===== src/rtl/flappy_pkg.sv =====
// Shared types and constants for the flappy-bird field controllers.
package flappy_pkg;

    typedef enum logic [1:0] {
        IDLE,
        RUN,
        FROZEN
    } sched_state_t;

    localparam logic [7:0] LFSR_SEED = 8'hA5;

    // Feedback taps on bits 7, 5, 4 and 3.
    localparam logic [7:0] LFSR_TAPS = 8'hB8;

endpackage


===== src/rtl/pipe_scheduler_lfsr8.sv =====
// Free-running 8-bit Fibonacci LFSR; shifts left, feedback enters bit 0.
// Runs in every non-reset cycle so later consumers see an independent stream.
module lfsr8
    import flappy_pkg::*;
(
    input  logic       clk,
    input  logic       reset,
    output logic [7:0] q
);

    // Seed on reset, otherwise advance one position every clock.
    always_ff @(posedge clk) begin
        if (reset) begin
            q <= LFSR_SEED;
        end else begin
            q <= {q[6:0], ^(q & LFSR_TAPS)};
        end
    end

endmodule


===== src/rtl/pipe_scheduler.sv =====
// Pacing and pattern controller for the scrolling pipe field.
// Produces the one-cycle shift enable for the column cells and the pattern
// injected into the rightmost column (solid pipe with a random gap, then blanks).
//
// state  | meaning
// IDLE   | waiting for start; field blank, no steps
// RUN    | divider counting, steps issued every TICK_DIV clocks
// FROZEN | game lost; everything holds until reset
module pipe_scheduler
    import flappy_pkg::*;
#(
    parameter int ROWS       = 8,
    parameter int GAP_H      = 3,
    parameter int PIPE_WIDTH = 2,
    parameter int PIPE_SPACE = 4,
    parameter int TICK_DIV   = 25_000_000
) (
    input  logic                    clk,
    input  logic                    reset,
    input  logic                    start,
    input  logic                    lose,
    output logic                    step,
    output logic [ROWS-1:0]         col_out,
    output logic [$clog2(ROWS)-1:0] gap_row,
    output logic                    running,
    output logic [7:0]              pipes_spawned
);

    localparam int RW     = $clog2(ROWS);
    localparam int PERIOD = PIPE_WIDTH + PIPE_SPACE;
    localparam int PW     = $clog2(PERIOD);
    localparam int DW     = $clog2(TICK_DIV);

    localparam logic [DW-1:0]   DIV_LAST   = DW'(TICK_DIV - 1);
    localparam logic [PW-1:0]   PHASE_LAST = PW'(PERIOD - 1);
    localparam logic [ROWS-1:0] GAP_MASK   = {ROWS{1'b1}} >> (ROWS - GAP_H);

    sched_state_t    state;
    logic [DW-1:0]   div;
    logic [PW-1:0]   phase;
    logic [7:0]      lfsr_q;
    logic [RW-1:0]   gap_next;
    logic            unused_lfsr_bits;

    lfsr8 u_lfsr (
        .clk   (clk),
        .reset (reset),
        .q     (lfsr_q)
    );

    // Upper LFSR bits are left for other game randomness.
    assign unused_lfsr_bits = ^(lfsr_q >> RW);

    // Fold LFSR indices past the highest legal gap start back into range.
    always_comb begin
        gap_next = lfsr_q[RW-1:0];
        if (int'(lfsr_q[RW-1:0]) > ROWS - GAP_H) begin
            gap_next = RW'(int'(lfsr_q[RW-1:0]) - (ROWS - GAP_H + 1));
        end
    end

    // lose suppresses the step combinationally so a terminal-count cycle never shifts.
    assign step    = (state == RUN) && (div == DIV_LAST) && !lose;
    assign running = (state == RUN);

    // Pipe columns are lit except for the gap; spacing columns and IDLE are blank.
    always_comb begin
        col_out = '0;
        if (state != IDLE && int'(phase) < PIPE_WIDTH) begin
            col_out = ~(GAP_MASK << gap_row);
        end
    end

    // Scheduler FSM with divider, phase counter, gap latch and pipe count.
    always_ff @(posedge clk) begin
        if (reset) begin
            state         <= IDLE;
            div           <= '0;
            phase         <= '0;
            gap_row       <= '0;
            pipes_spawned <= '0;
        end else begin
            case (state)
                IDLE: begin
                    if (start) begin
                        state   <= RUN;
                        gap_row <= gap_next;
                    end
                end
                RUN: begin
                    if (lose) begin
                        state <= FROZEN;
                    end else if (div == DIV_LAST) begin
                        div <= '0;
                        if (phase == PHASE_LAST) begin
                            phase   <= '0;
                            gap_row <= gap_next;
                        end else begin
                            phase <= phase + PW'(1);
                        end
                        if (phase == '0 && pipes_spawned != 8'hFF) begin
                            pipes_spawned <= pipes_spawned + 8'd1;
                        end
                    end else begin
                        div <= div + DW'(1);
                    end
                end
                FROZEN: begin
                    state <= FROZEN;
                end
                default: begin
                    state <= IDLE;
                end
            endcase
        end
    end

endmodule


===== config.mk =====
export PLATFORM = sky130hd
export DESIGN_NAME = pipe_scheduler
export DESIGN_NICKNAME = d
export VERILOG_FILES = /design/src/rtl/flappy_pkg.sv /design/src/rtl/pipe_scheduler_lfsr8.sv /design/src/rtl/pipe_scheduler.sv
export SDC_FILE = /design/constraint.sdc
export NUM_CORES = 1
export LEC_CHECK = 0
export ABC_AREA = 1
export CAP_MARGIN = 20
export CORE_ASPECT_RATIO = 2
export CORE_UTILIZATION = 49
export DETAILED_ROUTE_END_ITERATION = 7
export GPL_ROUTABILITY_DRIVEN = 0
export HOLD_SLACK_MARGIN = 0.1
export PLACE_DENSITY_LB_ADDON = 0.15
export RECOVER_POWER = 25
export SETUP_SLACK_MARGIN = 0.5
export SLEW_MARGIN = 5
export SYNTH_ARGS = -nofsm -noshare
export SYNTH_HDL_FRONTEND = slang
export SYNTH_SLANG_ARGS = --single-unit

===== constraint.sdc =====
create_clock -name clk -period 3.42 [get_ports clk]
set_clock_uncertainty 0.05 [all_clocks]
set_input_delay 0.342 -clock clk [delete_from_list [all_inputs] [get_ports clk]]
set_output_delay 0.342 -clock clk [all_outputs]
set_load 0.01 [all_outputs]

==> results of run 1 <==
power breakdown:
part	internal, uW	leakage, uW	total [uW]	switching, uW
combinational	248	0.000757	539	291
sequential	612	0.000398	642	30.3
clock	183	0.0000542	370	188
critical path, stage by stage:
cell           delay, ps
dlygate4sd3_1        520
clkbuf_1             800
inv_1                330
nand2_1              460
inv_1                240
and2_1               210
layout by cell type, fill, tap and decap left out:
cell type         n
xor2_1            9
nand2_1          90
xnor2_1           6
dlygate4sd3_1     5
clkinv_2          2
nor3_1           13
and2_1            1
a21oi_1          26
o21ai_0           9
nand2_4           1
nor3_2            2
o211a_1           1
inv_1            55
nor3b_1           4
clkbuf_1          1
clkdlybuf4s50_1  19
nor2_4            3
nand4_1          14
dfxtp_1          49
nand3_2           1
nor2_1           76
clkbuf_8          7
nor3_4            1
or2_2             3
a21o_1            1
clkinv_1          1
nand2_2           1
nor2_2            1
nand3_1          20
nand3_4           2
ha_1              5
through the flow:
| stage | hold slack (ps) | utilization | cells |
|---|---|---|---|
| final | 382 | 0.592 | 487 |
| after global routing | 407 | 0.592 | 487 |
| after CTS | 380 | 0.593 | 487 |
| after detailed placement | 346 | 0.573 | 479 |
| after global placement | 344 | 0.573 | 479 |
| after floorplan | 339 | - | 402 |
worst max-delay path by stage:
stage / start / cells after the start / slack (ps) / endpoint
floorplan: state[1] / 8 / 1730 / div[13]
global placement: lose / 9 / 1180 / div[20]
detailed placement: reset / 6 / 1160 / div[13]
CTS: div[4] / 5 / 910 / step
global route: reset / 6 / 450 / div[13]
finish: reset / 6 / 680 / div[13]
per-layer routing:
layer / routed length (um) / global-route usage / up-vias / share of wire
met5: 0 / 0 / - / 0
met4: 167 / 0.136 / 0 / 0.029
met1: 2180 / 0.207 / 1140 / 0.37
met3: 143 / 0.0340 / 11 / 0.024
li1: - / - / 1319 / -
met2: 3360 / 0.427 / 40 / 0.57
cell type report:
cell class / instances / area [um2]
clock buffers: 7 / 96.3
clock inverters: 1 / 5.00
fillers: 559 / 2110
inverters: 57 / 215
multi-input cells: 290 / 1460
flip-flops and latches: 49 / 981
well taps: 58 / 72.6
repair buffers: 25 / 244
registers in the layout (all words and copies together) (netlist names):
register and count:
div 25, u_lfsr.q 8, pipes_spawned 8, phase 3, state 2, gap_row 3
cell families (layout without fill, tap and decap cells):
group,count (synthesis),count (layout)
compound gates,37,37
xor+xnor,15,15
flops,49,49
fa+ha+maj,5,5
buf+inv,63,90
simple gates,233,233
==> flow_metrics.tcl, run 1 <==
set metrics [dict create \
    start_util 0.517 \
    post_drt_wl_per_cell_um 12.0 \
    setup_slack_ps 676 \
    num_antenna_cells 0 \
    fmax_mhz 364 \
    clock_latency_ps 310 \
    synth_common_cells "nand2_1 (90), nor2_1 (76), inv_1 (55)" \
    grt_max_degree 27 \
    synthAdderAreaFrac 0.0233 \
    drv_cap 0 \
    synth_top_family_by_area "simple AND/OR/NAND/NOR gates" \
    fin_total_pwr_uw 1550 \
    coreArea_um2 5180 \
    cts_tree "built" \
    startpoint_type "input port" \
    syn_area_um2 2680 \
    drtAntennaViolNets 0 \
    die_h_um 107 \
    yosys.area.top_type "dfxtp_1" \
    cts_buffers 5 \
    drive_above_1_share 0.0559 \
    cp.arrival_ps 2900 \
    ys_seq_area_frac 0.366 \
    cts_resized 0 \
    r2r_start "div[4]" \
    crit_required_ps 3580 \
    rsz0062_at_grt "no" \
    final_nets 437 \
    cts_max_level 2 \
    grt_use_total 0.227 \
    drt-initial-drc-count 50 \
    drt-total-wl_um 5850 \
    die_x_um 54.3 \
    syn_inst 402 \
    status "finished clean" \
    synth_fp_nets 411 \
    fin_crit_ps 2740 \
    grt_pass1_wl_um 9620 \
    vias 2510 \
    synthSimpleGateAreaFrac 0.399 \
    cts_max_path_buffers 2 \
    hold_end "u_lfsr.q[7]" \
    drt-vias-per-instance 5.15 \
    worstMarginPinSlew_ps 1080 \
    r2r_cells 8 \
    hold_start "u_lfsr.q[6]" \
    power_density_nw_per_um2 505 \
    ioPinCount 25 \
    setup_viol 0 \
    dp_hpwl_um 4590 \
    peakVddDrop_v 0.000418 \
    end_kind "register" \
    root_buffer "clkbuf_8" \
    ys_dominant_reg_cell "dfxtp_1" \
    portBuffers 24 \
    placed_area_um2 2970 \
    synth_mux_area_frac 0 \
    rr_endpoint "div[13]" \
    slew_headroom 0.277 \
    ys_seq_elements 49 \
    grt_overflow_total 0 \
    antenna_found_initial 0 \
    clock_sinks 49 \
    fp-row-count 37 \
    remaining_drc_errors 0 \
    yosysWarnings 0 \
    final_area_um2 3070 \
    post-place-ws_ps 1160 \
    crit_path_max_fanout 26 \
    setup_tns_ps 0 \
    synth-xor-area-share 0.0490 \
    reg2reg_slack_ps 1240 \
    min_period_over_period 0.802 \
    yosysMostFrequentCell "nand2_1" \
    synthDistinctLibCells 30 \
    hold_buffers 0 \
    ys_async_sr_fraction 0 \
    syn_avg_cell_area_um2 6.67 \
    yosys-top-cells-area "dfxtp_1 (37%), nand2_1 (13%), nor2_1 (11%), inv_1 (7.7%), a21oi_1 (4.9%)" \
    hold-path-cell-count 1 \
    die_area_um2 5790 \
    criticalPathCategory "input port to register" \
    grt_pass1_vias 2344 \
    hold_viol_final 0 \
    cts_setup_buffers 0 \
    clk_pin_slew_worst_paths_ps 80 \
    syn2layout_area_growth_pct 14.6 \
    synth-compound-area-share 0.0719 \
    drv_slew 0 \
    synth.top_cell.area_share 0.366 \
    power.leakage_uw 0.00121 \
    firstDrtPassIters 4 \
    hp-class "register to register" \
    synth_edf_count 0 \
]
Power figures use the tool's default switching activity.
==> inputs of run 2 (changes only) <==
clock period = 2.8 ns   (was 3.42 ns; I/O delays follow)
==> flow_metrics.tcl, run 2 (synthesis gave the netlist of run 1 again) <==
set metrics [dict create \
    status "finished clean" \
    rr_endpoint "div[16]" \
    cts_max_level 2 \
    r2r_start "state[1]" \
    drt-total-wl_um 6040 \
    grt_max_degree 26 \
    syn2layout_area_growth_pct 15.5 \
    power_density_nw_per_um2 637 \
    cts_max_path_buffers 2 \
    clock_sinks 49 \
    power.leakage_uw 0.00124 \
    antenna_found_initial 0 \
    die_h_um 107 \
    reg2reg_slack_ps 550 \
    ioPinCount 25 \
    reg.largest.list "div: 25 flops, pipes_spawned: 8 flops, u_lfsr.q: 8 flops" \
    drv_slew 0 \
    criticalPathCategory "register to register" \
    worstMarginPinSlew_ps 1080 \
    fin_crit_ps 2250 \
    largest_register_ffs 25 \
    final_nets 437 \
    vias 2560 \
    firstDrtPassIters 4 \
    r2r_cells 11 \
    hold_buffers 0 \
    post_drt_wl_per_cell_um 12.4 \
    grt_use_total 0.230 \
    end_kind "register" \
    portBuffers 24 \
    remaining_drc_errors 0 \
    grt_overflow_total 0 \
    drt-vias-per-instance 5.26 \
    slew_headroom 0.277 \
    clock_latency_ps 300 \
    startpoint_type "register" \
    final_common_cell "nand2_1" \
    hp-class "register to register" \
    root_buffer "clkbuf_8" \
    die_x_um 54.3 \
    final_util 0.597 \
    start_util 0.517 \
    crit_end "div[16]" \
    cts_setup_buffers 0 \
    drive_above_1_share 0.0583 \
    dp_hpwl_um 4760 \
    hold_viol_final 0 \
    coreArea_um2 5180 \
    fp-row-count 37 \
    setup_viol 0 \
    hold-path-cell-count 1 \
    worst_hold_slack_ps 369 \
    cts_tree "built" \
    drv_cap 0 \
    rsz0062_at_grt "no" \
    peakVddDrop_v 0.000594 \
    top_register "div" \
    clk_pin_slew_worst_paths_ps 90 \
    crit_required_ps 2960 \
    min_period_over_period 0.803 \
    num_antenna_cells 0 \
    crit_path_max_fanout 16 \
    startpoint "state[1]" \
    cp.arrival_ps 2400 \
    drtAntennaViolNets 0 \
    die_area_um2 5790 \
    setup_tns_ps 0 \
    cts_buffers 5 \
    grt_pass1_vias 2390 \
    fmax_mhz 445 \
    layout_common_cells "nand2_1 (89), nor2_1 (76), inv_1 (55), dfxtp_1 (49), a21oi_1 (26)" \
    drt-initial-drc-count 50 \
    grt_pass1_wl_um 9870 \
]
==> run 2: changes by cell type in the layout (fill, tap and decap cells not counted), sizes merged <==
cell           before  now
bufinv              0    1
clkbuf              8    7
clkdlybuf4s50      19   15
clkinv              3    2
clkinvlp            0    1
dlygate4sd2         0    1
dlygate4sd3         5    6
dlymetal6s2s        0    2
==> run 2: layer usage <==
| layer | GRT usage | vias to the layer above | wire length [um] |
|---|---|---|---|
| met2 | 0.441 | 66 | 3410 |
| li1 | - | 1318 | - |
| met4 | 0.132 | 0 | 298 |
| met3 | 0.0312 | 21 | 155 |
| met5 | 0 | - | 0 |
| met1 | 0.206 | 1155 | 2170 |
==> run 2: metrics by stage <==
step	total power [uW]	worst slack, ps	instances	cell area (um2)
after floorplan	1190	1110	402	2680
after global placement	1460	646	479	2970
after detailed placement	1470	599	479	2970
after CTS	2000	556	487	3090
after global routing	2120	361	487	3100
final	1970	553	487	3100
==> run 2: where the power goes <==
group / total, uW / internal [uW] / switching, uW
Sequential: 786 / 747 / 38.8
Combinational: 655 / 301 / 354
Clock: 532 / 291 / 241
==> run 2: cell type report <==
class	instances	area, um2
Fill cell	528	2090
Timing Repair Buffer	25	248
Sequential cell	49	981
Tap cell	58	72.6
Clock buffer	6	82.6
Inverter	57	215
Clock inverter	2	37.5
Multi-Input combinational cell	290	1460
==> run 2: worst max-delay path, stage by stage, from the launching register on <==
cell and delay, ps:
dfxtp_1 310, inv_1 100, ha_1 240, nand2_1 280
clkinv_2 300, nand3_4 150, nor3_2 270, nand2_1 140
nor2_1 150, nand2_1 60, nand2_1 60, nor2_1 40
==> run 2: repair_timing <==
action | CTS | global route
pin swaps | 0 | 0
resized for setup | 1 | 5
setup endpoints to repair | 1 | 16
==> run 2: worst min path at each step <==
stage | start | to | slack (ps)
2_1_floorplan | u_lfsr.q[6] | u_lfsr.q[7] | 340
3_5_place_dp | u_lfsr.q[6] | u_lfsr.q[7] | 350
5_1_grt | u_lfsr.q[6] | u_lfsr.q[7] | 400
3_3_place_gp | u_lfsr.q[6] | u_lfsr.q[7] | 340
6_report | u_lfsr.q[6] | u_lfsr.q[7] | 370
4_1_cts | u_lfsr.q[6] | u_lfsr.q[7] | 370
==> inputs of run 3 (changes only) <==
clock period = 1.9 ns   (was 2.8 ns; I/O delays follow)
==> flow_metrics.tcl, run 3 (synthesis gave the netlist of run 1 again) <==
set metrics [dict create \
    status "finished clean" \
    cts_buffers 5 \
    layout_common_cells "nand2_1 (62), nor2_1 (51), buf_4 (44), inv_1 (42), dfxtp_1 (30)" \
    grt_use_total 0.285 \
    end_kind "output port" \
    critical-path-slowest-cell "dfxtp_1" \
    drt-vias-per-instance 5.39 \
    startpoint_type "register" \
    fp-row-count 37 \
    cts_max_level 2 \
    crit_required_ps 1660 \
    top_register "div" \
    clock_sinks 49 \
    num_antenna_cells 0 \
    r2r_cells 9 \
    setup_tns_ps 0 \
    power_density_nw_per_um2 912 \
    final_nets 488 \
    top_layer "met4" \
    rsz0062_at_grt "yes" \
    die_area_um2 5790 \
    post-place-ws_ps 9.50 \
    drtAntennaViolNets 0 \
    peakVddDrop_v 0.00119 \
    largest_register_ffs 25 \
    wl_met1_um 2670 \
    slew_headroom 0.212 \
    wl_met2_um 4890 \
    fin_crit_ps 1670 \
    post_drt_wl_per_cell_um 15.6 \
    setup_viol 0 \
    cts_tree "built" \
    final_common_cell "nand2_1" \
    drt-total-wl_um 8390 \
    drv_cap 0 \
    hold_start "u_lfsr.q[6]" \
    path_delay_family "buffers and inverters" \
    clk_pin_slew_worst_paths_ps 100 \
    r2r_start "pipes_spawned[0]" \
    root_buffer "clkbuf_8" \
    drv_slew 0 \
    routed-wl-met3_um 217 \
    cp.arrival_ps 1430 \
    vias 2900 \
    criticalPathCategory "register to output port" \
    crit_buf_inv 3 \
    grt_max_degree 26 \
    dp_hpwl_um 5300 \
    die_x_um 54.3 \
    fmax_mhz 599 \
    drt-initial-drc-count 85 \
    grt_pass1_wl_um 11800 \
    syn2layout_area_growth_pct 48.2 \
    drive_above_1_share 0.408 \
    hold-path-cell-count 1 \
    crit_chain "clkinvlp_4 > buf_4 > a21oi_2 > buf_2" \
    clock_latency_ps 320 \
    reg2reg_slack_ps 250 \
    rr_endpoint "pipes_spawned[0]" \
    worstMarginPinSlew_ps 1180 \
    hold_viol_final 0 \
    start_util 0.517 \
    min_period_over_period 0.878 \
    power.leakage_uw 0.00165 \
    antenna_found_initial 0 \
    portBuffers 24 \
    grt_pass1_vias 2778 \
    final_util 0.766 \
    critical_path.max_stage_delay_ps 460 \
    firstDrtPassIters 6 \
    crit_path_max_fanout 5 \
    worst_hold_slack_ps 356 \
    die_h_um 107 \
    reg.largest.list "div: 25 flops, pipes_spawned: 8 flops, u_lfsr.q: 8 flops" \
    ioPinCount 25 \
    remaining_drc_errors 0 \
    hold_buffers 0 \
    setup_slack_ps 231 \
    cts_max_path_buffers 2 \
    coreArea_um2 5180 \
    hold_end "u_lfsr.q[7]" \
    hp-class "register to register" \
    grt_overflow_total 0 \
]
[run 3: timing repair]
item / 4_1_cts / 5_1_grt
buffers inserted: 15 / 17
cloned: 1 / 0
resized for setup: 120 / 102
setup endpoints to repair: 57 / 49
pin swaps: 25 / 39
[run 3: worst max path at each step]
stage | startpoint | to | slack [ps] | cells after the start
detailed placement | state[0] | col_out[6] | 9 | 6
CTS | div[1] | step | 250 | 6
floorplan | state[1] | div[13] | 360 | 8
global route | reset | div[2] | 100 | 3
global placement | div[0] | step | 50 | 6
finish | gap_row[2] | col_out[0] | 230 | 4
[run 3: per-layer routing]
metal,global-route usage,vias up
li1,-,1420
met1,0.224,1354
met2,0.559,80
met3,0.0397,46
met4,0.196,0
met5,0,-
[run 3: final cells by class]
cell class	instances	area (um2)
clock buffers	5	68.8
clock inverters	3	47.5
fillers	375	1210
inverters	57	240
multi-input cells	290	1900
flip-flops and latches	49	1020
well taps	58	72.6
repair buffers	75	622
repair inverters	1	6.26
[run 3: stage by stage]
step	std cells	total power [uW]	cell area, um2
finish	538	3620	3970
CTS	521	3130	3540
floorplan	402	1800	2730
global placement	497	2220	3150
global route	538	3780	3970
detailed placement	497	2250	3150
[run 3: power by group]
part | switching (uW) | internal (uW)
clock network | 384 | 402
logic | 912 | 717
registers | 97.4 | 1110
total | 1390 | 2230
